### src/rtl/sched_pkg.sv
// Shared types and helpers for the round-robin task scheduler.
// Build option: define SCHED_BCD_CNT_EN to make the dispatch counter a
// 4-digit packed BCD counter (0000..9999) instead of a 16-bit binary one.
package sched_pkg;

  localparam int TASK_ID_W = 4;
  localparam int TIMER_W   = 4;
  localparam int CNT_W     = 16;

  typedef enum logic [1:0] {
    ST_IDLE,
    ST_SELECT,
    ST_RUN
  } sched_state_t;

  // Result of one round-robin search over the ready mask.
  typedef struct packed {
    logic                 hit;
    logic [TASK_ID_W-1:0] idx;
  } rr_pick_t;

  // Next value of the dispatch counter; both encodings wrap silently.
  function automatic logic [CNT_W-1:0] switch_cnt_inc(input logic [CNT_W-1:0] cnt);
    logic [CNT_W-1:0] nxt;
`ifdef SCHED_BCD_CNT_EN
    logic carry;
    nxt   = cnt;
    carry = 1'b1;
    for (int d = 0; d < CNT_W / 4; d++) begin
      if (carry) begin
        if (nxt[d*4 +: 4] == 4'd9) begin
          nxt[d*4 +: 4] = 4'd0;
        end else begin
          nxt[d*4 +: 4] = nxt[d*4 +: 4] + 4'd1;
          carry         = 1'b0;
        end
      end
    end
`else
    nxt = cnt + CNT_W'(1);
`endif
    return nxt;
  endfunction

endpackage

### src/rtl/tick_prescaler.sv
// Free-running tick prescaler: counts 0..TICK_DIV-1 and emits a registered
// one-cycle pulse each time it wraps. Held at zero while disabled.
module tick_prescaler #(
  parameter int TICK_DIV = 50000000
) (
  input  logic iCLK,
  input  logic iRST,
  input  logic iEN,
  output logic oTICK
);

  localparam int               CNT_W = (TICK_DIV > 1) ? $clog2(TICK_DIV) : 1;
  localparam logic [CNT_W-1:0] LAST  = CNT_W'(TICK_DIV - 1);

  logic [CNT_W-1:0] cnt;

  // Divide the clock down to scheduler ticks.
  // NOTE: clocked state uses non-blocking assignments so every flop samples
  // pre-edge values and simulation matches the synthesized registers.
  always_ff @(posedge iCLK or posedge iRST) begin
    if (iRST) begin
      cnt   <= '0;
      oTICK <= 1'b0;
    end else if (!iEN) begin
      cnt   <= '0;
      oTICK <= 1'b0;
    end else if (cnt == LAST) begin
      cnt   <= '0;
      oTICK <= 1'b1;
    end else begin
      cnt   <= cnt + CNT_W'(1);
      oTICK <= 1'b0;
    end
  end

endmodule

### src/rtl/rr_task_scheduler.sv
// Round-robin time-slice task scheduler (IDLE -> SELECT -> RUN).
// SELECT searches the ready mask starting one past the last-run task; RUN
// counts the slice down on prescaler ticks and leaves early on yield or when
// the running task drops its ready bit.
// Build option: SCHED_BCD_CNT_EN selects a BCD dispatch counter.
module rr_task_scheduler
  import sched_pkg::*;
#(
  parameter int NUM_TASKS   = 8,
  parameter int SLICE_TICKS = 9,
  parameter int TICK_DIV    = 50000000
) (
  input  logic                 iCLK,
  input  logic                 iRST,
  input  logic                 iEN,
  input  logic [NUM_TASKS-1:0] iREADY,
  input  logic                 iYIELD,
  output logic [TASK_ID_W-1:0] oTASK_ID,
  output logic [TIMER_W-1:0]   oTASK_TIMER,
  output logic [CNT_W-1:0]     oSWITCH_CNT,
  output logic                 oRUNNING,
  output logic                 oTICK
);

  localparam int                   READY_EXT_W = 1 << TASK_ID_W;
  localparam logic [TASK_ID_W-1:0] ID_LAST     = TASK_ID_W'(NUM_TASKS - 1);
  localparam logic [TIMER_W-1:0]   SLICE_LOAD  = TIMER_W'(SLICE_TICKS);
  localparam logic [TIMER_W-1:0]   TIMER_ONE   = TIMER_W'(1);

  sched_state_t           state;
  logic [CNT_W-1:0]       switch_cnt;
  logic [READY_EXT_W-1:0] ready_ext;
  rr_pick_t               pick;

  // Zero-padded to the full task-id range so any id indexes it safely.
  assign ready_ext   = READY_EXT_W'(iREADY);
  assign oSWITCH_CNT = switch_cnt;

  tick_prescaler #(
    .TICK_DIV(TICK_DIV)
  ) u_prescaler (
    .iCLK (iCLK),
    .iRST (iRST),
    .iEN  (iEN),
    .oTICK(oTICK)
  );

  // First ready task after `last`, wrapping; `last` itself is tried last so a
  // lone ready task gets re-dispatched.
  function automatic rr_pick_t rr_search(input logic [READY_EXT_W-1:0] ready,
                                         input logic [TASK_ID_W-1:0]   last);
    rr_pick_t res;
    int       cand;
    res = '0;
    for (int i = 1; i <= NUM_TASKS; i++) begin
      cand = int'(last) + i;
      if (cand >= NUM_TASKS) cand = cand - NUM_TASKS;
      if (!res.hit && ready[cand[TASK_ID_W-1:0]]) begin
        res.hit = 1'b1;
        res.idx = TASK_ID_W'(cand);
      end
    end
    return res;
  endfunction

  // Candidate for the next dispatch, evaluated every cycle.
  always_comb begin
    pick = rr_search(ready_ext, oTASK_ID);
  end

  // Scheduler FSM with all outputs registered.
  always_ff @(posedge iCLK or posedge iRST) begin
    if (iRST) begin
      state       <= ST_IDLE;
      oTASK_ID    <= ID_LAST;
      oTASK_TIMER <= '0;
      switch_cnt  <= '0;
      oRUNNING    <= 1'b0;
    end else if (!iEN) begin
      state       <= ST_IDLE;
      oTASK_TIMER <= '0;
      oRUNNING    <= 1'b0;
    end else begin
      unique case (state)
        ST_IDLE: begin
          oTASK_TIMER <= '0;
          oRUNNING    <= 1'b0;
          if (|iREADY) state <= ST_SELECT;
        end
        ST_SELECT: begin
          if (pick.hit) begin
            oTASK_ID    <= pick.idx;
            oTASK_TIMER <= SLICE_LOAD;
            switch_cnt  <= switch_cnt_inc(switch_cnt);
            oRUNNING    <= 1'b1;
            state       <= ST_RUN;
          end else begin
            oTASK_TIMER <= '0;
            oRUNNING    <= 1'b0;
            state       <= ST_IDLE;
          end
        end
        ST_RUN: begin
          // Yield and lost-ready are checked first so a coincident tick
          // leaves the timer untouched.
          if (iYIELD || !ready_ext[oTASK_ID]) begin
            oRUNNING <= 1'b0;
            state    <= ST_SELECT;
          end else if (oTICK) begin
            oTASK_TIMER <= oTASK_TIMER - TIMER_ONE;
            if (oTASK_TIMER == TIMER_ONE) begin
              oRUNNING <= 1'b0;
              state    <= ST_SELECT;
            end
          end
        end
        default: begin
          oTASK_TIMER <= '0;
          oRUNNING    <= 1'b0;
          state       <= ST_IDLE;
        end
      endcase
    end
  end

endmodule

### config.mk
export PLATFORM = sky130hd
export DESIGN_NAME = rr_task_scheduler
export DESIGN_NICKNAME = d
export VERILOG_FILES = /design/src/rtl/sched_pkg.sv /design/src/rtl/tick_prescaler.sv /design/src/rtl/rr_task_scheduler.sv
export SDC_FILE = /design/constraint.sdc
export NUM_CORES = 1
export LEC_CHECK = 0
export ABC_CLOCK_PERIOD_IN_PS = 4000
export BUFFER_PORTS_ARGS = -buffer_cell sky130_fd_sc_hd__buf_4
export CAP_MARGIN = 10
export CORE_MARGIN = 2
export CORE_UTILIZATION = 35
export DETAILED_ROUTE_END_ITERATION = 16
export PLACE_DENSITY = 0.54
export REMOVE_ABC_BUFFERS = 1
export SYNTH_ARGS = -nofsm -noshare
export SYNTH_HDL_FRONTEND = slang
export SYNTH_SLANG_ARGS = --single-unit
### constraint.sdc
create_clock -name iCLK -period 4 [get_ports iCLK]
set_clock_uncertainty 0.15 [all_clocks]
set_input_delay 0.8 -clock iCLK [delete_from_list [all_inputs] [get_ports iCLK]]
set_output_delay 0.8 -clock iCLK [all_outputs]
set_load 0.01 [all_outputs]
=== After elaboration in Yosys (flattened, before gate mapping) ===
Cells that the tools add are included.

* Word-level logic and storage cells: 130
* Input bits: 12
* Register bits after elaboration: 54
* Output and inout bits: 26

* Mux-type cells: 56
* Magnitude comparators: 17
* Reductions and logical operators: 22
* Equal/unequal tests: 9
* $add $sub $neg: 19

{| class="wikitable"
|+ Operators by type and width
! cell !! count
|-
| $mux 26 || 2
|-
| $mux 4 || 12
|-
| $lt 4x5->1 const B || 9
|-
| $ge 5x4->1 const B || 8
|-
| $mux 5 || 8
|-
| $bmux 1 s4 || 9
|-
| $sub 4x4->4 const B || 8
|-
| $add 26x1->26 const B || 1
|-
| $eq 26x26->1 const B || 1
|-
| $add 4x3->5 const B || 4
|-
| $add 16x1->16 const B || 1
|-
| $mux 1 || 16
|-
| $mux 2 || 6
|-
| $add 4x2->5 const B || 2
|-
| $logic_not 1->1 || 8
|-
| $pmux 4 s2 || 1
|-
| $reduce_or 8->1 || 1
|-
| $logic_and 1x1->1 || 7
|-
| $ne 3x3->1 const B || 2
|-
| $pmux 2 s3 || 1
|-
| $reduce_and 3->1 || 2
|-
| $add 4x1->5 const B || 1
|-
| $add 4x4->5 const B || 1
|-
| $eq 4x1->1 const B || 1
|-
| 10 further kinds || 11
|}

=== Logic depth before layout (Yosys ltp) ===
Gate-level depths: netlist (run 1).

* Depth in word-level cells: 30
* Depth in mapped cells: 14

=== Modules after synthesis ===
Synthesis (run 1) repeated with hierarchy kept, for this count alone.

* Cell total of the unflattened synthesis: 404
* Area total of the unflattened synthesis: 3838.7 µm²

{| class="wikitable"
|+ Modules (own cells, without submodules)
! module !! instances !! sequential area each (µm²) !! cells each !! area each (µm²)
|-
| rr_task_scheduler || 1 || 679.4 || 246 || 2349.8
|-
| tick_prescaler || 1 || 675.6 || 158 || 1488.9
|}

=== Worst setup path after synthesis (run 1) ===
Ideal clock, no wire load.

* Path kind: reg2reg
* Start: register oTASK_ID[1]
* End: register switch_cnt[1], in the netlist oSWITCH_CNT[1]
* Arrival time: 3.625 ns
* Cell stages (with the launch flop): 13
* Setup slack: 0.098 ns
* Period minus slack after synthesis: 3.902 ns
* Buffers on the path: 4
* Path through: dfstp_2 clkbuf_1 inv_1 ha_1 buf_6 mux4_2 and4_4 a211oi_4 nand2b_1 buf_2 o311ai_4 buf_6 mux2_1

* Longest elaborated chain between the ends: 28
* Elaborated cells on any way between the ends: 71
* Those cells by class: add/sub (16); order compare (8); mux (32); reduce/logical (15)

{| class="wikitable"
|+ Ends and longest elaborated chain
! what !! RTL line !! RTL
|-
| start: declaration || rr_task_scheduler.sv:18 || <nowiki>output logic [TASK_ID_W-1:0] oTASK_ID,</nowiki>
|-
| start signal: assignment || rr_task_scheduler.sv:92 || <nowiki>oTASK_ID <= pick.idx;</nowiki>
|-
| $add 4x1->5 || rr_task_scheduler.sv:56 || <nowiki>cand = int'(last) + i;</nowiki>
|-
| $sub 4x4->4 or $ge 5x4->1 (tied branches) || rr_task_scheduler.sv:57 || <nowiki>if (cand >= NUM_TASKS) cand = cand - NUM_TASKS;</nowiki>
|-
| $mux 4 || rr_task_scheduler.sv:57 ||
|-
| $bmux 1 s4 || rr_task_scheduler.sv:58 || <nowiki>if (!res.hit && ready[cand[TASK_ID_W-1:0]]) begin</nowiki>
|-
| $mux 1 (implied by the code) || rr_task_scheduler.sv:58 ||
|-
| $mux 5 || rr_task_scheduler.sv:58 ||
|-
| $logic_not 1->1 || rr_task_scheduler.sv:58 ||
|-
| $logic_and 1x1->1 || rr_task_scheduler.sv:58 ||
|-
| [... 12 more ...] || -- ||
|-
| $mux 5 || rr_task_scheduler.sv:58 ||
|-
| $logic_not 1->1 || rr_task_scheduler.sv:58 ||
|-
| $logic_and 1x1->1 || rr_task_scheduler.sv:58 ||
|-
| $mux 5 || rr_task_scheduler.sv:58 ||
|-
| $logic_not 1->1 || rr_task_scheduler.sv:58 ||
|-
| $logic_and 1x1->1 || rr_task_scheduler.sv:58 ||
|-
| $mux 5 * || rr_task_scheduler.sv:58 ||
|-
| $reduce_and 3->1 (no source line) * || -- ||
|-
| end signal: assignment || rr_task_scheduler.sv:94 || <nowiki>switch_cnt <= switch_cnt_inc(switch_cnt);</nowiki>
|-
| end: declaration || rr_task_scheduler.sv:31 || <nowiki>logic [CNT_W-1:0] switch_cnt;</nowiki>
|}

Mark *: on every way between the ends. The rest lies on a longest branch, timed or not. The select of a mux whose other input is x is not followed.
A chain may end at the register's enable or synchronous reset.

=== Worst setup path in the final report (run 1) ===
Same ends and word-level chain as after synthesis.

==> results of run 1 <==
## metal layers
layer  GRT usage (%)  share of wire, %  vias to the layer above
li1                -                 -                     1376
met1           21.31                50                     1383
met2           22.69                46                       64
met3           2.193               3.2                       12
met4           3.571               1.2                        0
met5               0                 0                        -
## cell usage in the layout, fill, tap and decap left out, types with 2 or more instances in the layout
master and count:
inv_1 18, o22ai_1 2, nand4_1 8, nor4bb_1 3
a22oi_1 2, and3_1 5, a31oi_1 3, o31ai_1 4
nor3_2 2, nand2_1 25, mux2_2 2, nor2b_1 3
nand2b_1 3, buf_4 43, nor3b_1 3, nor2_1 43
and2_1 6, a21o_1 2, o31a_1 2, nor4_1 10
clkbuf_8 5, mux2i_1 3, mux4_2 9, a211oi_1 2
clkbuf_1 2, o211ai_1 2, and4_1 3, nand3_1 29
xor2_1 28, xnor2_1 13, or3_1 8, ha_1 15
o21ai_0 10, dfrtp_1 51, dfstp_2 3, nor3_1 7
a21oi_1 5
## registers in the layout (all words and copies together), names as in the netlist, named ones only
| register | flops |
|---|---|
| oRUNNING | 1 |
| oSWITCH_CNT | 16 |
| oTASK_ID | 3 |
| oTASK_TIMER | 4 |
| state | 2 |
| u_prescaler.cnt | 26 |
| u_prescaler.oTICK | 1 |
## power groups by stage
stage | Clock (mW) | Combinational, mW | Sequential, mW
finish | 0.291 | 1.26 | 0.685
global route | 0.328 | 1.40 | 0.699
CTS | 0.304 | 1.26 | 0.685
detailed placement | 0 | 1.25 | 0.694
global placement | 0 | 1.26 | 0.694
floorplan | 0 | 0.865 | 0.731
## worst max-delay path, cell delays in order (launching register included)
cell and delay, ns:
dfstp_2 0.54, inv_1 0.10, ha_1 0.55, mux4_2 0.63, and4_4 0.22, a211oi_4 0.22, nand2b_1 0.25, o311ai_4 0.33
buf_4 0.28, mux2_1 0.34
## kinds of logic (layout without fill, tap and decap cells)
family / after synthesis / count (layout) / synth area share (%)
XOR/XNOR: 41 / 41 / 10.18
buffers and inverters: 36 / 69 / 4.507
flip-flops: 54 / 54 / 38.43
AND/OR/NAND/NOR: 163 / 163 / 24.10
adder cells (fa/ha/maj): 15 / 15 / 5.323
AO/OA/AOI/OAI: 44 / 44 / 9.901
multiplexers: 15 / 15 / 7.558
## cell type report
type	instances	area, µm²
sequential	54	1355
multi-input combinational	278	2012
clock buffer	7	76.32
fill	1001	5771
tap	133	166.4
inverter	19	71.32
timing repair buffer	43	322.8
## worst max path at each step
stage | slack [ns] | startpoint | endpoint
finish | 0.27 | oTASK_ID[1] | oSWITCH_CNT[1]
global route | 0.05 | oTASK_ID[1] | oSWITCH_CNT[1]
CTS | 0.28 | oTASK_ID[1] | oSWITCH_CNT[1]
detailed placement | 0.29 | oTASK_ID[1] | oSWITCH_CNT[1]
global placement | 0.35 | oTASK_ID[1] | oSWITCH_CNT[1]
floorplan | 0.08 | oTASK_ID[0] | oSWITCH_CNT[1]
## per-stage QoR
step	total power, mW	area (µm²)
finish	2.241	4004
global route	2.428	4004
CTS	2.249	4004
detailed placement	1.948	3928
global placement	1.957	3928
floorplan	1.596	3438
==> impl_metrics.toml, run 1 <==
[min_path]
holdPathEnd = "oSWITCH_CNT[15]"
hp-class = "reg -> reg"
min_path_cells = 1
min_from = "oSWITCH_CNT[15]"

[clocking]
cts_hold_buffers = 0
ctsLongestPathBuffers = 2
clk_latency_ns = 0.30
ctsResizeCount = 0
clock-sinks = 54
htree_levels = 2
cts_tree = "done"
post_cts_buffers = 0
cts_buffers = 5
clk_pin_slew_ns = 0.09
clk_root_buffer_cell = "clkbuf_8"

[setup_path]
arrival_ns = 3.77
worst-endpoint-required_ns = 4.04
crit_type = "reg -> reg"
rr_startpoint = "oTASK_ID[1]"
rr_endpoint = "oSWITCH_CNT[1]"
worstSetupEndpointType = "register"
cp-start-kind = "register"
rrSetupSlack_ns = 0.27
r2r_cells = 9
worstPathMaxFanout = 19

[final_layout]
area_growth_pct = 13.56
stdcell_count = 534
final_layout_size_suffix_gt1_share_pct = 17.96
diodes = 0
final_nets = 428
finalCoreUtilization_pct = 40.96

[flow_run]
cap_violations = 0

[sta]
holdWs_ns = 0.3284
layout_setup_ws_ns = 0.2707
finalCriticalPeriod_ns = 3.729
tightest_slew_ns = 0.9816
hold_violations = 0
final-setup-viol-count = 0
slew_headroom_pct = 34.56
clock.fmax_mhz = 268.1
rsz0062_at_grt = "false"
fin_setup_tns_ns = 0
finalCritPeriodShare_pct = 93.23
maxSlewViolCount = 0

[power]
vdd_ir_drop_max_uv = 245.2
p_comb_share_pct = 56.4
sequentialPowerShare_pct = 30.6
p_clk_share_pct = 13.0
leakage_nw = 1.735
p_int_mw = 1.285
p_switching_mw = 0.9565
powerDensity_mw_per_mm2 = 559.7
switching_share_pct = 42.68

[global_route]
grt_overflow = 0
antenna_found_initial = 0
grtUsageTotal_pct = 14.61
grt_start_max_net_pins = 40
grt_pass1_vias = 2698
grt_pass1_wl_mm = 13.43

[placement]
numPortBuffers = 37
placedCellCount = 527
hpwlAfterDp_mm = 5.617
place_congestion = 0.8590
post-place-ws_ns = 0.2934

[logic_synthesis]
synth_common_cells = "51 x dfrtp_1, 43 x nor2_1, 29 x nand3_1"
yosysTopAreaCell = "dfrtp_1"
syn-cell-area_mm2 = 0.003526
yosysWarnings = 0
synth_cell_types = 55
synthArstFlopShare_pct = 100.0
synthCells = 368
synth-seq-cells = 54
ys_seq_area_share_pct = 38.43
synth-edff-count = 0
syn_area_per_cell_um2 = 9.581
ys_top_cells_by_area = "dfrtp_1 36%, xor2_1 7.0%, mux4_2 5.7%"
yosysMostFrequentCell = "dfrtp_1"
synth_ff_type = "dfrtp_1"
synth_top_area_share_pct = 36.20

[floorplanning]
ios = 38
dieArea_mm2 = 0.01089
initial_core_util_pct = 36.07
placeableCoreArea_mm2 = 0.009774
die_x_um = 104.4
die_h_um = 104.4
rows = 36

[route]
wirelength_mm = 7.637
drtPass1Iterations = 4
ant_nets = 0
drc = 0
routedWlPerCell_um = 14.30
vias_per_cell = 5.309
drt_iter0_drc = 150
vias = 2835

[status]
outcome = "complete, no violations"
Power figures use the tool's default switching activity.
==> run 2, diff against run 1 <==
Settings changed: CELL_PAD_IN_SITES_DETAIL_PLACEMENT from default to 0, CELL_PAD_IN_SITES_GLOBAL_PLACEMENT from default to 1, CORE_UTILIZATION 35 to 41, PLACE_DENSITY 0.54 to 0.76.
==> run 2 against run 1 <==
Routed wire length up 0.75%. Setup slack worse by 0.071 ns. Maximum frequency down 1.9%. Power up 2.9%. First-iteration DRC count down 17%. Flip-flop and latch count unchanged. Final area up 0.47%. Hold slack better by 0.0029 ns. Utilization up 7.7 points. Critical path depth unchanged. Cell count down 4.9%. Sequential power down 2%.
==> impl_metrics.toml, run 2 (synthesis results as in run 1) <==
[clocking]
clk_latency_ns = 0.31
htree_levels = 2
ctsLongestPathBuffers = 2
cts_tree = "done"
clk_root_buffer_cell = "clkbuf_8"
cts_hold_buffers = 0
ctsResizeCount = 0
cts_buffers = 5
post_cts_buffers = 0
clock-sinks = 54
clk_pin_slew_ns = 0.10

[floorplanning]
ios = 38
dieArea_mm2 = 0.009358
rows = 33
initial_core_util_pct = 42.70
die_h_um = 96.74
placeableCoreArea_mm2 = 0.008258
die_x_um = 96.74

[global_route]
grtUsageTotal_pct = 16.51
grt_start_max_net_pins = 54
antenna_found_initial = 0
grt_overflow = 0
grt_pass1_vias = 2690
grt_pass1_wl_mm = 13.08

[final_layout]
regMostFlops = "u_prescaler.cnt"
final_common_cell = "dfrtp_1"
final_area_mm2 = 0.004023
fill_cells = 797
area_growth_pct = 14.09
largest_register_ffs = 26
final_layout_size_suffix_gt1_share_pct = 18.61
stdcell_count = 508
final_nets = 429
diodes = 0
most-common-layout-cells = "51 x dfrtp_1, 43 x nor2_1, 43 x buf_4"

[sta]
fin_setup_tns_ns = 0
rsz0062_at_grt = "false"
hold_violations = 0
finalCritPeriodShare_pct = 95.02
finalCriticalPeriod_ns = 3.801
final-setup-viol-count = 0
maxSlewViolCount = 0
tightest_slew_ns = 0.9429
slew_headroom_pct = 37.14
clock.fmax_mhz = 263.1

[setup_path]
slowest_delay_ns = 0.63
crit_type = "reg -> reg"
cp_top_family = "multiplexers"
worstPathMaxFanout = 19
worst-endpoint-required_ns = 4.05
worstSetupEndpointType = "register"
worstPathCellList = "inv_1, ha_1, mux4_2, and4_4, a211oi_4, nand2b_1, o311ai_4, buf_4, mux2_1"
slowest_stage = "mux4_2"
cp-start-kind = "register"
arrival_ns = 3.85
cp_num_buf_inv = 2

[power]
finalPower_mw = 2.306
powerDensity_mw_per_mm2 = 573.3
vdd_ir_drop_max_uv = 235.0
leakage_nw = 1.758

[placement]
dpl_cell_area_mm2 = 0.003892
numPortBuffers = 37
placedCellCount = 499
place_congestion = 0.9103
hpwlAfterDp_mm = 5.594

[route]
maxUsedRoutingLayer = "met4"
wl_met1_mm = 4.004
drtPass1Iterations = 4
drt_iter0_drc = 124
vias = 2805
wl_met2_mm = 3.295
ant_nets = 0
routedWlPerCell_um = 15.15
wirelength_mm = 7.694
drc = 0
routed-wl-met3_um = 314
vias_per_cell = 5.522

[min_path]
hp-class = "reg -> reg"

[flow_run]
cap_violations = 0

[status]
outcome = "complete, no violations"
==> run 2: cell count changes in the layout (fill, tap and decap cells not counted) <==
cell and delta:
clkbuf_1 -1, clkinvlp_4 +1, bufinv_16 +1, buf_12 +1
==> run 2: cell type report <==
class | count | area (µm²) | share of cell area [%]
clock buffer | 6 | 72.57 | 1.804
tap | 105 | 131.4 | 3.266
sequential | 54 | 1355 | 33.69
clock inverter | 2 | 37.54 | 0.9331
inverter | 19 | 71.32 | 1.773
multi-input combinational | 278 | 2012 | 50.02
timing repair buffer | 44 | 342.8 | 8.523
==> run 2: path summary, 6_finish.rpt <==
path / start / end / slack, ns / depth (start not counted)
hold / removal: oSWITCH_CNT[15] / oSWITCH_CNT[15] / 0.33 / 1
setup reg to reg: oTASK_ID[0] / oSWITCH_CNT[1] / 0.20 / 9
setup / recovery: oTASK_ID[0] / oSWITCH_CNT[1] / 0.20 / 9
hold reg to reg: oSWITCH_CNT[15] / oSWITCH_CNT[15] / 0.33 / 1
min in group asynchronous: iRST / u_prescaler.cnt[21] / 0.40 / 2
max in group asynchronous: iRST / oTASK_ID[1] / 2.72 / 3
==> run 2: where the power goes <==
part | switching (mW) | internal [mW] | total [mW] | leakage (nW)
Combinational | 0.726 | 0.541 | 1.27 | 0.991
Sequential | 0.0655 | 0.607 | 0.672 | 0.716
Clock | 0.181 | 0.187 | 0.368 | 0.0514
Total | 0.972 | 1.33 | 2.31 | 1.76
==> run 2: metal layers <==
layer,track usage [%],up-vias
met2,24.73,60
met5,0,-
met1,25.17,1359
li1,-,1377
met3,2.818,9
met4,3.359,0
==> run 2: through the flow <==
step | hold slack, ns | util (%) | setup WS, ns
after detailed placement | 0.3120 | 47.14 | 0.2454
after global placement | 0.3178 | 47.14 | 0.3165
after global routing | 0.3371 | 48.71 | 0.04298
after floorplan | 0.3258 | - | 0.08498
final | 0.3313 | 48.71 | 0.1993
after CTS | 0.3335 | 48.47 | 0.2136
